<file path="config.mk">
export PLATFORM = sky130hd
export DESIGN_NAME = simon_enc_scheduler_flat
export DESIGN_NICKNAME = d
export VERILOG_FILES = /design/src/rtl/simon_enc_scheduler_if.sv /design/src/rtl/simon_enc_scheduler.sv /design/src/flat_wrapper.sv
export SDC_FILE = /design/constraint.sdc
export NUM_CORES = 1
export LEC_CHECK = 0
export BUFFER_PORTS_ARGS = -buffer_cell sky130_fd_sc_hd__buf_4
export CORE_MARGIN = 5
export CORE_UTILIZATION = 42
export CTS_BUF_LIST = sky130_fd_sc_hd__clkbuf_8
export DETAILED_ROUTE_END_ITERATION = 12
export PLACE_DENSITY = 0.68
export REMOVE_ABC_BUFFERS = 1
export SLEW_MARGIN = 10
export SYNTH_ARGS = -nofsm -noshare
export SYNTH_HDL_FRONTEND = slang
export SYNTH_SLANG_ARGS = --single-unit
</file>
<file path="constraint.sdc">
create_clock -name clk -period 7.4 [get_ports clk]
set_input_delay 1.48 -clock clk [delete_from_list [all_inputs] [get_ports clk]]
set_output_delay 1.48 -clock clk [all_outputs]
set_load 0.01 [all_outputs]
</file>
<file path="src/rtl/simon_enc_scheduler_if.sv">
// Bus between the SIMON encryption scheduler, its cipher wrapper and the key-expansion unit.
// The master side drives requests and round keys; the slave side is the scheduler.
interface simon_enc_scheduler_if #(
    parameter int unsigned N = 16,
    parameter int unsigned M = 4,
    parameter int unsigned C = 5
);
    logic               start;
    logic [2*N-1:0]     pt;
    logic [M*N-1:0]     keyIn;
    logic               busy;
    logic [2*N-1:0]     ct;
    logic               ctValid;
    logic               err;
    logic               newKey;
    logic [M*N-1:0]     key;
    logic               ldKey;
    logic [N-1:0]       rKey;
    logic [C:0]         count;
    logic               doneKey;

    modport master (
        output start, pt, keyIn, ldKey, rKey, count, doneKey,
        input  busy, ct, ctValid, err, newKey, key
    );

    modport slave (
        input  start, pt, keyIn, ldKey, rKey, count, doneKey,
        output busy, ct, ctValid, err, newKey, key
    );
endinterface

</file>
<file path="src/rtl/simon_enc_scheduler.sv">
// Sequences one SIMON 2N/MN block encryption, consuming round keys from the
// key-expansion unit one strobe at a time and checking their order.
module simon_enc_scheduler #(
    parameter int unsigned N = 16,
    parameter int unsigned M = 4,
    parameter int unsigned T = 32,
    parameter int unsigned C = 5
) (
    input  logic                  clk,
    input  logic                  R,
    simon_enc_scheduler_if.slave  bus
);

    localparam int unsigned RCW = C + 1;
    localparam int unsigned DW  = 2 * N;
    localparam int unsigned KW  = M * N;

    typedef enum logic [1:0] {
        S_IDLE,
        S_REQ,
        S_RUN,
        S_DONE
    } state_e;

    state_e           state_q, state_d;
    logic [N-1:0]     x_q, x_d;
    logic [N-1:0]     y_q, y_d;
    logic [RCW-1:0]   rc_q, rc_d;
    logic [KW-1:0]    key_q, key_d;
    logic [DW-1:0]    ct_q, ct_d;
    logic             busy_q, busy_d;
    logic             ctv_q, ctv_d;
    logic             err_q, err_d;
    logic             newkey_q, newkey_d;
    logic             abort;

    function automatic logic [N-1:0] rol(input logic [N-1:0] v, input int unsigned s);
        int unsigned sm;
        sm = s % N;
        return (v << sm) | (v >> (N - sm));
    endfunction

    function automatic logic [N-1:0] round_f(input logic [N-1:0] v);
        return (rol(v, 1) & rol(v, 8)) ^ rol(v, 2);
    endfunction

    // State register; reset overrides any in-flight run
    always_ff @(posedge clk) begin
        if (R) begin
            state_q  <= S_IDLE;
            x_q      <= '0;
            y_q      <= '0;
            rc_q     <= '0;
            key_q    <= '0;
            ct_q     <= '0;
            busy_q   <= 1'b0;
            ctv_q    <= 1'b0;
            err_q    <= 1'b0;
            newkey_q <= 1'b0;
        end else begin
            state_q  <= state_d;
            x_q      <= x_d;
            y_q      <= y_d;
            rc_q     <= rc_d;
            key_q    <= key_d;
            ct_q     <= ct_d;
            busy_q   <= busy_d;
            ctv_q    <= ctv_d;
            err_q    <= err_d;
            newkey_q <= newkey_d;
        end
    end

    // Next state; pulses are computed for the state being entered so outputs stay registered
    always_comb begin
        state_d  = state_q;
        x_d      = x_q;
        y_d      = y_q;
        rc_d     = rc_q;
        key_d    = key_q;
        ct_d     = ct_q;
        busy_d   = busy_q;
        ctv_d    = 1'b0;
        err_d    = err_q;
        newkey_d = 1'b0;
        abort    = 1'b0;

        unique case (state_q)
            S_IDLE: begin
                if (bus.start) begin
                    x_d      = bus.pt[DW-1:N];
                    y_d      = bus.pt[N-1:0];
                    key_d    = bus.keyIn;
                    err_d    = 1'b0;
                    rc_d     = '0;
                    busy_d   = 1'b1;
                    newkey_d = 1'b1;
                    state_d  = S_REQ;
                end
            end
            S_REQ: begin
                state_d = S_RUN;
            end
            S_RUN: begin
                if (bus.ldKey) begin
                    if (bus.count == rc_q) begin
                        x_d  = y_q ^ round_f(x_q) ^ bus.rKey;
                        y_d  = x_q;
                        rc_d = rc_q + RCW'(1);
                    end else begin
                        abort = 1'b1;
                    end
                end
                // Expansion claiming completion before all rounds arrived
                if (bus.doneKey && (rc_d < RCW'(T))) begin
                    abort = 1'b1;
                end
                if (abort) begin
                    err_d   = 1'b1;
                    busy_d  = 1'b0;
                    state_d = S_IDLE;
                end else if (rc_d == RCW'(T)) begin
                    ct_d    = {x_d, y_d};
                    ctv_d   = 1'b1;
                    state_d = S_DONE;
                end
            end
            S_DONE: begin
                busy_d  = 1'b0;
                state_d = S_IDLE;
            end
            default: begin
                state_d = S_IDLE;
            end
        endcase
    end

    assign bus.busy    = busy_q;
    assign bus.ct      = ct_q;
    assign bus.ctValid = ctv_q;
    assign bus.err     = err_q;
    assign bus.newKey  = newkey_q;
    assign bus.key     = key_q;

endmodule

</file>
<file path="src/flat_wrapper.sv">
// flat-port wrapper written by rule: the top's interface ports become plain ports
module simon_enc_scheduler_flat 
#(
    parameter int unsigned N = 16,
    parameter int unsigned M = 4,
    parameter int unsigned T = 32,
    parameter int unsigned C = 5
)
  (clk, R, bus_start, bus_pt, bus_keyIn, bus_ldKey, bus_rKey, bus_count, bus_doneKey, bus_busy, bus_ct, bus_ctValid, bus_err, bus_newKey, bus_key);
  simon_enc_scheduler_if #(.N(N), .M(M), .C(C)) bus_i ();
  input  logic clk;
  input  logic R;
  input wire logic [$bits(bus_i.start)-1:0] bus_start;
  input wire logic [$bits(bus_i.pt)-1:0] bus_pt;
  input wire logic [$bits(bus_i.keyIn)-1:0] bus_keyIn;
  input wire logic [$bits(bus_i.ldKey)-1:0] bus_ldKey;
  input wire logic [$bits(bus_i.rKey)-1:0] bus_rKey;
  input wire logic [$bits(bus_i.count)-1:0] bus_count;
  input wire logic [$bits(bus_i.doneKey)-1:0] bus_doneKey;
  output wire logic [$bits(bus_i.busy)-1:0] bus_busy;
  output wire logic [$bits(bus_i.ct)-1:0] bus_ct;
  output wire logic [$bits(bus_i.ctValid)-1:0] bus_ctValid;
  output wire logic [$bits(bus_i.err)-1:0] bus_err;
  output wire logic [$bits(bus_i.newKey)-1:0] bus_newKey;
  output wire logic [$bits(bus_i.key)-1:0] bus_key;
  assign bus_i.start = bus_start;
  assign bus_i.pt = bus_pt;
  assign bus_i.keyIn = bus_keyIn;
  assign bus_i.ldKey = bus_ldKey;
  assign bus_i.rKey = bus_rKey;
  assign bus_i.count = bus_count;
  assign bus_i.doneKey = bus_doneKey;
  assign bus_busy = bus_i.busy;
  assign bus_ct = bus_i.ct;
  assign bus_ctValid = bus_i.ctValid;
  assign bus_err = bus_i.err;
  assign bus_newKey = bus_i.newKey;
  assign bus_key = bus_i.key;
  simon_enc_scheduler #(.N(N), .M(M), .T(T), .C(C)) u_core (.clk(clk), .R(R), .bus(bus_i));
endmodule
</file>
==> implementation parameters, run 1 <==
Parameter                              Value

Global route
  Combined global-route utilization of all metal layers    20.7%
  Pin count of the biggest net entering global routing    82
  Vias in the first global route    5,576
  Global-route wire length before repair    29.4 mm
  Number of antenna violations at the first check in global routing    0
  Total overflow reported by the global router    0

Yosys
  Largest area contributor in the netlist    sky130_fd_sc_hd__dfxtp_1
  Count of different cell masters after synthesis    42
  FF+latch count, synth    140
  Sequential element share of the synthesized area    44.1%
  Synth warnings    0
  Synth area leaders    sky130_fd_sc_hd__dfxtp_1 (44%), sky130_fd_sc_hd__nand2_1 (10%), sky130_fd_sc_hd__a21oi_1 (8.0%)
  Mean cell area of the mapped netlist    8.31 um2
  Post-Syn Instances    764
  Cell area after technology mapping    6350 um2
  Fraction of synthesized cell area taken by the top area cell type    44.1%

Run status
  Status    completed

Detailed routing
  Detailed router's first-iteration violation count    485
  Wire length after detailed routing    19.1 mm
  Router iterations before antenna repair    5
  DRC violation count after routing    0
  Average wire per standard cell    16.6 um
  Via count    5,961
  Routed via count divided by cell count    5.17
  Number of nets with antenna violations after detailed routing    0

Critical path
  Origin of the critical flop-to-flop path    u_core.rc_q[3]
  Number of stages on the worst setup path    7
  Crit Reg-Reg Endpoint    u_core.bus.ct[2]
  CP bufs+invs    1
  Worst EP required    7.74 ns
  Cell type of the slowest stage on the worst timing path    sky130_fd_sc_hd__or2_1
  Category of the worst setup path launch point    input port
  Arrival time at the worst endpoint    4.12 ns
  Number of cells on the worst reg-to-reg path    6
  CP Capture Type    flip-flop
  Largest delay share family, worst path    simple AND/OR/NAND/NOR gates
  Capture point of the worst path    u_core.bus.ct[2]
  Critical path startpoint    bus_count[1]
  Critical Path Fanout Max    55
  List of cells traversed by the critical path    buf_4, xnor2_1, nand3_1, or4b_1, a22o_2, or2_1, a211oi_1
  Type of the setup path with the least slack    input port to flip-flop
  Worst reg2reg setup slack    4.31 ns
  Largest stage delay, worst path    0.59 ns

Cells and area
  Antenna cells    0
  Layout net count    1,077
  Share of cells above drive strength 1    29.8%
  Final core utilization    56.2%
  Layout overhead on the synthesized area    33.1%
  Most frequent cells in the layout    sky130_fd_sc_hd__buf_4 (230), sky130_fd_sc_hd__nand2_1 (170), sky130_fd_sc_hd__dfxtp_1 (140), sky130_fd_sc_hd__a21oi_1 (102), sky130_fd_sc_hd__xnor2_1 (49)
  Leading cell type in the layout, fill and taps excluded    sky130_fd_sc_hd__buf_4

STA
  Setup repair after global routing missed its margin    no
  Final Hold Violating Endpoints    0
  Final clock skew    0.00871 ns
  Slew Viols, Final    0
  Worst slew margin relative to its limit    36.3%
  Actual transition at the worst max-transition pin    0.955 ns
  Final period util    51.0%
  Shortest period the worst path allows    3.78 ns
  Highest clock rate    265 MHz
  Final-layout setup total negative slack    0 ns
  Setup violation total in the final timing report    0

Clock tree
  Clock-pin transition on the worst setup and hold timing paths    0.07 ns
  TritonCTS Buffers    17
  Number of buffers inserted for hold repair after clock tree synthesis    0
  Clock tree from TritonCTS    done
  Total of cells resized after clock tree synthesis    0
  Master cell of the clock root buffer    sky130_fd_sc_hd__clkbuf_8
  Worst-Skew Late Latency    0.44 ns
  Clock sink total    140
  Number of buffers added for setup after CTS    0
  Number of levels the H-tree was split into    4
  Longest Clk Path Bufs    2

Die
  Total core area    15,000 um2
  Area of the die    17,700 um2
  X dimension of the die    133 um
  Vert. Die Dim    133 um
  I/O pin total    223
  Initial Utilization    42.3%
  Std cell rows    45

Power
  Worst IR drop on VDD    0.132 mV
  Standby leakage power    0.00330 uW
  PD cells    201 nW/um2

Placement
  Number of buffers added on ports    222
  Final weighted congestion of routability-driven global placement    0.793
  Detail Placement HPWL    12.9 mm

Worst hold path
  Hold WC Path Type    flip-flop to flip-flop

Flow run
  Max capacitance violation total    0
-- cell type report --
cell class | count | area, um2
fill | 1444 | 6580
tap | 188 | 235
clock buffer | 19 | 262
multi-input combinational | 554 | 3270
sequential | 140 | 2800
timing repair buffer | 230 | 1730
clock inverter | 13 | 125
inverter | 10 | 37.5
-- power breakdown --
| group | internal [uW] | switching [uW] |
|---|---|---|
| combinational | 138 | 134 |
| sequential | 789 | 30.0 |
| clock | 313 | 293 |
-- cell families after synthesis --
kind of cell | Yosys count | synth area share, %
AND/OR/NAND/NOR | 266 | 19.0
buffers and inverters | 70 | 4.75
multiplexers | 32 | 5.24
flip-flops | 140 | 44.1
XOR/XNOR | 54 | 8.04
adder cells (fa/ha/maj) | 1 | 0.197
AO/OA/AOI/OAI | 201 | 18.7
-- Yosys cell counts, drive strengths merged --
| cell | instances |
|---|---|
| clkbuf | 48 |
| xnor2 | 54 |
| buf | 12 |
| a21oi | 102 |
| o21ba | 1 |
| or3 | 23 |
| ha | 1 |
| a32oi | 1 |
| o211ai | 1 |
| o22ai | 1 |
| o21ai | 45 |
| a211oi | 17 |
| and4 | 2 |
| or2 | 3 |
| and2 | 2 |
| nor3 | 12 |
| dfxtp | 140 |
| a22o | 1 |
| a311oi | 2 |
| a31oi | 1 |
| nand3 | 3 |
| nor2 | 16 |
| inv | 10 |
| or4b | 2 |
| a22oi | 28 |
| and3 | 5 |
| mux2 | 10 |
| nand2 | 171 |
| nor4 | 2 |
| nor2b | 18 |
| nand2b | 2 |
| mux2i | 22 |
| o31a | 1 |
| nand4 | 5 |
-- worst min path at each step --
stage / cells past startpoint / to / slack (ns) / startpoint
floorplan: 1 / u_core.bus.busy / 0.46 / u_core.state_q[1]
global placement: 2 / u_core.bus.key[23] / 0.44 / u_core.bus.key[23]
detailed placement: 2 / u_core.bus.key[17] / 0.45 / u_core.bus.key[17]
CTS: 2 / u_core.bus.key[9] / 0.46 / u_core.bus.key[9]
global route: 2 / u_core.bus.key[62] / 0.47 / u_core.bus.key[62]
finish: 2 / u_core.bus.key[54] / 0.45 / u_core.bus.key[54]
-- worst register-to-register path, delay by kind of cell (launching register included) --
family / cells / cell delay [ns]
xor gates and xnor gates: 1 / 0.19
DFF: 1 / 0.53
and+or+nand+nor: 3 / 1.42
AOI/OAI and AO/OA: 2 / 0.85
-- per-stage QoR --
stage	setup slack [ns]	power [uW]	cells	instance area, um2	hold WS, ns
finish	3.62	1700	1154	8460	0.454
global route	3.43	1780	1154	8460	0.474
CTS	3.68	1720	1154	8460	0.457
detailed placement	3.21	1110	1122	8070	0.447
global placement	3.29	1110	1122	8070	0.442
floorplan	2.65	968	704	6090	0.461
-- state kept, by name, summed over array words and instances (netlist names) --
signal,count
u_core.rc_q,6
u_core.bus.ctValid,1
u_core.y_q,16
u_core.bus.ct,32
u_core.bus.busy,1
u_core.bus.key,64
u_core.x_q,16
u_core.bus.newKey,1
u_core.state_q,2
u_core.bus.err,1
-- layer usage --
metal / vias up / track usage [%] / wire (um) / part of all wire, %
met2: 181 / 33.2 / 9110 / 48
li1: 2998 / - / - / -
met4: 0 / 6.76 / 386 / 2.0
met5: - / 0 / 0 / 0
met1: 2758 / 26.4 / 8230 / 43
met3: 24 / 6.58 / 1410 / 7.4
No activity file was read; power rests on OpenSTA's default activity.
==> run 2, diff against run 1 <==
==> constraint.sdc (replaced) <==
create_clock -name clk -period 3.7 [get_ports clk]
set_input_delay 0.74 -clock clk [delete_from_list [all_inputs] [get_ports clk]]
set_output_delay 0.74 -clock clk [all_outputs]
set_load 0.01 [all_outputs]
==> run 2 against run 1 <==
Wire length increased by 0.17%. Die area is the same. Non-clock buffer count increased by 4. Clock power is 130% higher. Critical path depth down 1. Cell count is 0.35% higher. Register-to-register slack worse by 3.5 ns. First-iteration DRC count fell by 15%. Sequential power is 100% higher.
==> implementation parameters, run 2 (synthesis results as in run 1) <==
Parameter                              Value

Run status
  Status    completed

Clock tree
  TritonCTS Buffers    17
  Clock sink total    140
  Clock-pin transition on the worst setup and hold timing paths    0.08 ns
  Master cell of the clock root buffer    sky130_fd_sc_hd__clkbuf_8
  Number of buffers inserted for hold repair after clock tree synthesis    0
  Longest Clk Path Bufs    2
  Number of levels the H-tree was split into    4
  Total of cells resized after clock tree synthesis    0
  Number of buffers added for setup after CTS    0
  Worst-Skew Late Latency    0.44 ns
  Clock tree from TritonCTS    done

Detailed routing
  Number of nets with antenna violations after detailed routing    0
  DRC violation count after routing    0
  Wire length after detailed routing    19.2 mm
  Router iterations before antenna repair    5
  Via count    5,900
  Routed via count divided by cell count    5.09
  Average wire per standard cell    16.6 um
  Detailed router's first-iteration violation count    414

Global route
  Pin count of the biggest net entering global routing    59
  Global-route wire length before repair    29.7 mm
  Total overflow reported by the global router    0
  Combined global-route utilization of all metal layers    20.9%
  Number of antenna violations at the first check in global routing    0
  Vias in the first global route    5,575

Placement
  Number of buffers added on ports    222
  Detail Placement HPWL    13.3 mm
  Final weighted congestion of routability-driven global placement    0.799

Power
  Standby leakage power    0.00337 uW
  Overall Power    3600 uW
  PD cells    420 nW/um2
  Worst IR drop on VDD    0.260 mV

STA
  Setup repair after global routing missed its margin    no
  Final-layout setup total negative slack    0 ns
  Worst slew margin relative to its limit    42.7%
  Setup violation total in the final timing report    0
  Final clock skew    0.0113 ns
  Final Hold Violating Endpoints    0
  Highest clock rate    350 MHz
  Actual transition at the worst max-transition pin    0.857 ns
  Shortest period the worst path allows    2.86 ns
  Slew Viols, Final    0
  Min Hold Slack    0.453 ns
  Final period util    77.2%

Cells and area
  Most frequent cells in the layout    sky130_fd_sc_hd__buf_4 (233), sky130_fd_sc_hd__nand2_1 (170), sky130_fd_sc_hd__dfxtp_1 (140), sky130_fd_sc_hd__a21oi_1 (102), sky130_fd_sc_hd__xnor2_1 (49)
  Leading cell type in the layout, fill and taps excluded    sky130_fd_sc_hd__buf_4
  Share of cells above drive strength 1    29.9%
  Max reg flops    64
  Layout net count    1,081
  Antenna cells    0
  Layout overhead on the synthesized area    34.9%

Die
  Initial Utilization    42.3%
  Vert. Die Dim    133 um
  I/O pin total    223
  Total core area    15,000 um2
  Area of the die    17,700 um2
  Std cell rows    45
  X dimension of the die    133 um

Worst hold path
  Hold WC Path Type    flip-flop to flip-flop
  Hold path startpoint    u_core.bus.key[25]

Flow run
  Max capacitance violation total    0

Critical path
  Origin of the critical flop-to-flop path    u_core.rc_q[4]
  CP Capture Type    flip-flop
  Category of the worst setup path launch point    flip-flop
  Critical path startpoint    u_core.rc_q[4]
  Worst EP required    4.05 ns
  Arrival time at the worst endpoint    3.21 ns
  Critical Path Fanout Max    25
  Type of the setup path with the least slack    flip-flop to flip-flop
-- run 2: routing by layer --
metal  global-route usage (%)  vias to the layer above  share of wire, %
met5                        0                        -                 0
met4                     5.95                        0               1.3
met3                     6.54                       19               7.5
met2                     34.2                      158                48
met1                     26.7                     2726                43
li1                         -                     2997                 -
-- run 2: report_power, final --
group / total, uW / switching, uW / leakage (uW) / internal (uW)
Combinational: 547 / 266 / 0.00199 / 280
Clock: 1420 / 586 / 0.000236 / 832
Sequential: 1640 / 60.9 / 0.00114 / 1580
-- run 2: through the flow --
stage | util, % | cells | area [um2] | setup WS, ns
3_3_place_gp | 54.0 | 1126 | 8110 | 0.549
2_1_floorplan | - | 704 | 6090 | -0.306
3_5_place_dp | 54.0 | 1126 | 8110 | 0.456
5_1_grt | 57.0 | 1158 | 8570 | 0.649
6_report | 57.0 | 1158 | 8570 | 0.842
4_1_cts | 57.0 | 1158 | 8570 | 0.817
-- run 2: path summary, 6_finish.rpt --
check	end	slack, ns	cells after the start
worst max-delay path	u_core.bus.ct[0]	0.84	6
worst min-delay path	u_core.bus.key[25]	0.45	2
worst max register to register	u_core.bus.ct[0]	0.84	6
worst min register to register	u_core.bus.key[25]	0.45	2
-- run 2: critical path: stages (launching register included) --
cell,delay [ns]
sky130_fd_sc_hd__dfxtp_1,0.52
sky130_fd_sc_hd__xnor2_2,0.19
sky130_fd_sc_hd__nand4_4,0.20
sky130_fd_sc_hd__or4b_1,0.57
sky130_fd_sc_hd__a22o_2,0.43
sky130_fd_sc_hd__or2_1,0.53
sky130_fd_sc_hd__a211oi_1,0.33
-- run 2: layout make-up --
type                       instances  area (um2)
fill                            1424        6460
inverter                          10        37.5
sequential                       140        2800
timing repair buffer             234        1770
clock inverter                    13         199
multi-input combinational        554        3270
tap                              188         235
clock buffer                      19         262
==> run 3, diff against run 2 <==
--- a/config.mk
+++ b/config.mk
@@ -10,7 +10,7 @@
 export CORE_UTILIZATION = 42
 export CTS_BUF_LIST = sky130_fd_sc_hd__clkbuf_8
 export DETAILED_ROUTE_END_ITERATION = 12
-export PLACE_DENSITY = 0.68
+export PLACE_DENSITY = 0.71
 export REMOVE_ABC_BUFFERS = 1
 export SLEW_MARGIN = 10
 export SYNTH_ARGS = -nofsm -noshare
==> constraint.sdc (replaced) <==
create_clock -name clk -period 2.4 [get_ports clk]
set_input_delay 0.48 -clock clk [delete_from_list [all_inputs] [get_ports clk]]
set_output_delay 0.48 -clock clk [all_outputs]
set_load 0.01 [all_outputs]
==> run 3 against run 2 <==
Hold slack got worse by 0.18 ns. Critical path depth is 1 higher. Sequential share of layout area down 0.87 points. Non-clock buffer count up 27. Wire length increased by 3.4%. Critical path type unchanged. Critical endpoint is now u_core.bus.ct[24]. Largest power group unchanged.
==> implementation parameters, run 3 (synthesis results as in run 1) <==
Parameter                              Value

Critical path
  Worst EP required    2.77 ns
  Crit Reg-Reg Endpoint    u_core.bus.ct[24]
  CP Capture Type    flip-flop
  Number of cells on the worst reg-to-reg path    7
  Worst reg2reg setup slack    0.14 ns
  Critical Path Fanout Max    34
  Origin of the critical flop-to-flop path    u_core.rc_q[4]
  Arrival time at the worst endpoint    2.64 ns
  Type of the setup path with the least slack    flip-flop to flip-flop
  Category of the worst setup path launch point    flip-flop

Cells and area
  Leading cell type in the layout, fill and taps excluded    sky130_fd_sc_hd__buf_4
  Share of cells above drive strength 1    32.6%
  Layout net count    1,108
  Area taken by flip-flops and latches    2810 um2
  Final cell count without fillers    1,184
  Final core utilization    58.7%
  Most frequent cells in the layout    sky130_fd_sc_hd__buf_4 (255), sky130_fd_sc_hd__nand2_1 (170), sky130_fd_sc_hd__dfxtp_1 (136), sky130_fd_sc_hd__a21oi_1 (101), sky130_fd_sc_hd__xnor2_1 (48)
  Multi-input combinational cell area    3300 um2
  Max reg flops    64
  Post-route design area    8820 um2
  Antenna cells    0
  Layout overhead on the synthesized area    38.9%
  Number of filler instances in the final layout    1,402

Power
  Overall Power    5380 uW
  PD cells    610 nW/um2
  Standby leakage power    0.00350 uW
  Worst IR drop on VDD    0.402 mV

STA
  Slew Viols, Final    0
  Setup violation total in the final timing report    0
  Shortest period the worst path allows    2.26 ns
  Highest clock rate    442 MHz
  Setup repair after global routing missed its margin    no
  Final period util    94.3%
  Worst slew margin relative to its limit    63.7%
  Final clock skew    0.0112 ns
  Actual transition at the worst max-transition pin    0.545 ns
  Final Hold Violating Endpoints    0

Detailed routing
  Wire length after detailed routing    19.8 mm
  Average wire per standard cell    16.7 um
  Routed via count divided by cell count    5.15
  DRC violation count after routing    0
  Number of nets with antenna violations after detailed routing    0
  Router iterations before antenna repair    5
  Via count    6,093
  Detailed router's first-iteration violation count    482

Global route
  Number of antenna violations at the first check in global routing    0
  Vias in the first global route    5,842
  Total overflow reported by the global router    0
  Global-route wire length before repair    31.2 mm
  Combined global-route utilization of all metal layers    21.9%
  Pin count of the biggest net entering global routing    55

Flow run
  Max capacitance violation total    0

Die
  Area of the die    17,700 um2
  Vert. Die Dim    133 um
  I/O pin total    223
  Initial Utilization    42.3%
  Total core area    15,000 um2
  X dimension of the die    133 um
  Std cell rows    45

Clock tree
  Longest Clk Path Bufs    2
  Master cell of the clock root buffer    sky130_fd_sc_hd__clkbuf_8
  TritonCTS Buffers    17
  Clock-pin transition on the worst setup and hold timing paths    0.08 ns
  Number of buffers added for setup after CTS    0
  Number of levels the H-tree was split into    4
  Clock sink total    140
  Clock tree from TritonCTS    done
  Worst-Skew Late Latency    0.44 ns

Placement
  Number of buffers added on ports    222
  Detail Placement HPWL    14.3 mm
  Post-place instance area    8380 um2
  Cell count after placement    1,153
  Final weighted congestion of routability-driven global placement    0.829

Worst hold path
  Cell depth of the worst hold path    3
  Hold path startpoint    bus_keyIn[49]
  Hold Path End    u_core.bus.key[49]
  Hold WC Path Type    input port to flip-flop

Run status
  Status    completed
-- run 3: cell count changes in the layout (fill, tap and decap cells not counted), moves of 2 or more --
cell                        before  now
sky130_fd_sc_hd__buf_4         233  255
sky130_fd_sc_hd__buf_12          1    6
sky130_fd_sc_hd__dfxtp_1       140  136
sky130_fd_sc_hd__dfxtp_2         0    4
sky130_fd_sc_hd__a211oi_1        9    7
sky130_fd_sc_hd__a211oi_2        8   10
sky130_fd_sc_hd__bufinv_16       5    3
-- run 3: layout make-up --
class / count / share of cell area [%]
Clock inverter: 12 / 1.69
Clock buffer: 19 / 2.96
Sequential cell: 140 / 31.8
Inverter: 10 / 0.426
Timing Repair Buffer: 261 / 23.1
Multi-Input combinational cell: 554 / 37.4
Tap cell: 188 / 2.67
-- run 3: power by group --
part / internal, uW / leakage, uW / switching [uW]
clock network: 1070 / 0.000210 / 906
logic: 451 / 0.00215 / 427
registers: 2430 / 0.00115 / 95.3
-- run 3: layer usage --
| metal | up-vias | part of all wire, % | GRT usage [%] | wire length, um |
|---|---|---|---|---|
| met3 | 34 | 7.5 | 6.65 | 1490 |
| met5 | - | 0 | 0 | 0 |
| met2 | 195 | 47 | 33.6 | 9290 |
| met1 | 2810 | 43 | 29.0 | 8590 |
| li1 | 3054 | - | - | - |
| met4 | 0 | 2.3 | 8.37 | 452 |
-- run 3: worst max-delay path: stages (launching register included) --
cell and delay [ns]:
sky130_fd_sc_hd__dfxtp_2 0.35, sky130_fd_sc_hd__xnor2_2 0.19, sky130_fd_sc_hd__nand4_4 0.13, sky130_fd_sc_hd__or4b_1 0.55, sky130_fd_sc_hd__a22o_4 0.29, sky130_fd_sc_hd__buf_12 0.17, sky130_fd_sc_hd__or3_1 0.38, sky130_fd_sc_hd__a21oi_1 0.13
-- run 3: through the flow --
step	worst slack (ns)	setup TNS, ns	hold slack, ns
2_1_floorplan	-1.35	-88.51	0.461
3_3_place_gp	-0.0659	-1.59	0.442
3_5_place_dp	-0.124	-2.85	0.447
4_1_cts	0.00622	0	0.250
5_1_grt	0.0117	0	0.243
6_report	0.136	0	0.273
-- run 3: worst max path at each step --
stage	from	slack (ns)	cells past startpoint	to
2_1_floorplan	u_core.rc_q[0]	-1.35	6	u_core.state_q[0]
3_3_place_gp	bus_count[5]	-0.07	8	u_core.bus.ct[16]
3_5_place_dp	bus_count[4]	-0.12	8	u_core.bus.ct[2]
4_1_cts	u_core.rc_q[0]	0.006	7	u_core.bus.ct[2]
5_1_grt	u_core.rc_q[2]	0.01	7	u_core.bus.ct[31]
6_report	u_core.rc_q[4]	0.14	7	u_core.bus.ct[24]
-- run 3: what timing repair did --
item,in CTS,in global routing
setup endpoints to repair,0,32
resized for setup,0,9
hold buffers,0,0
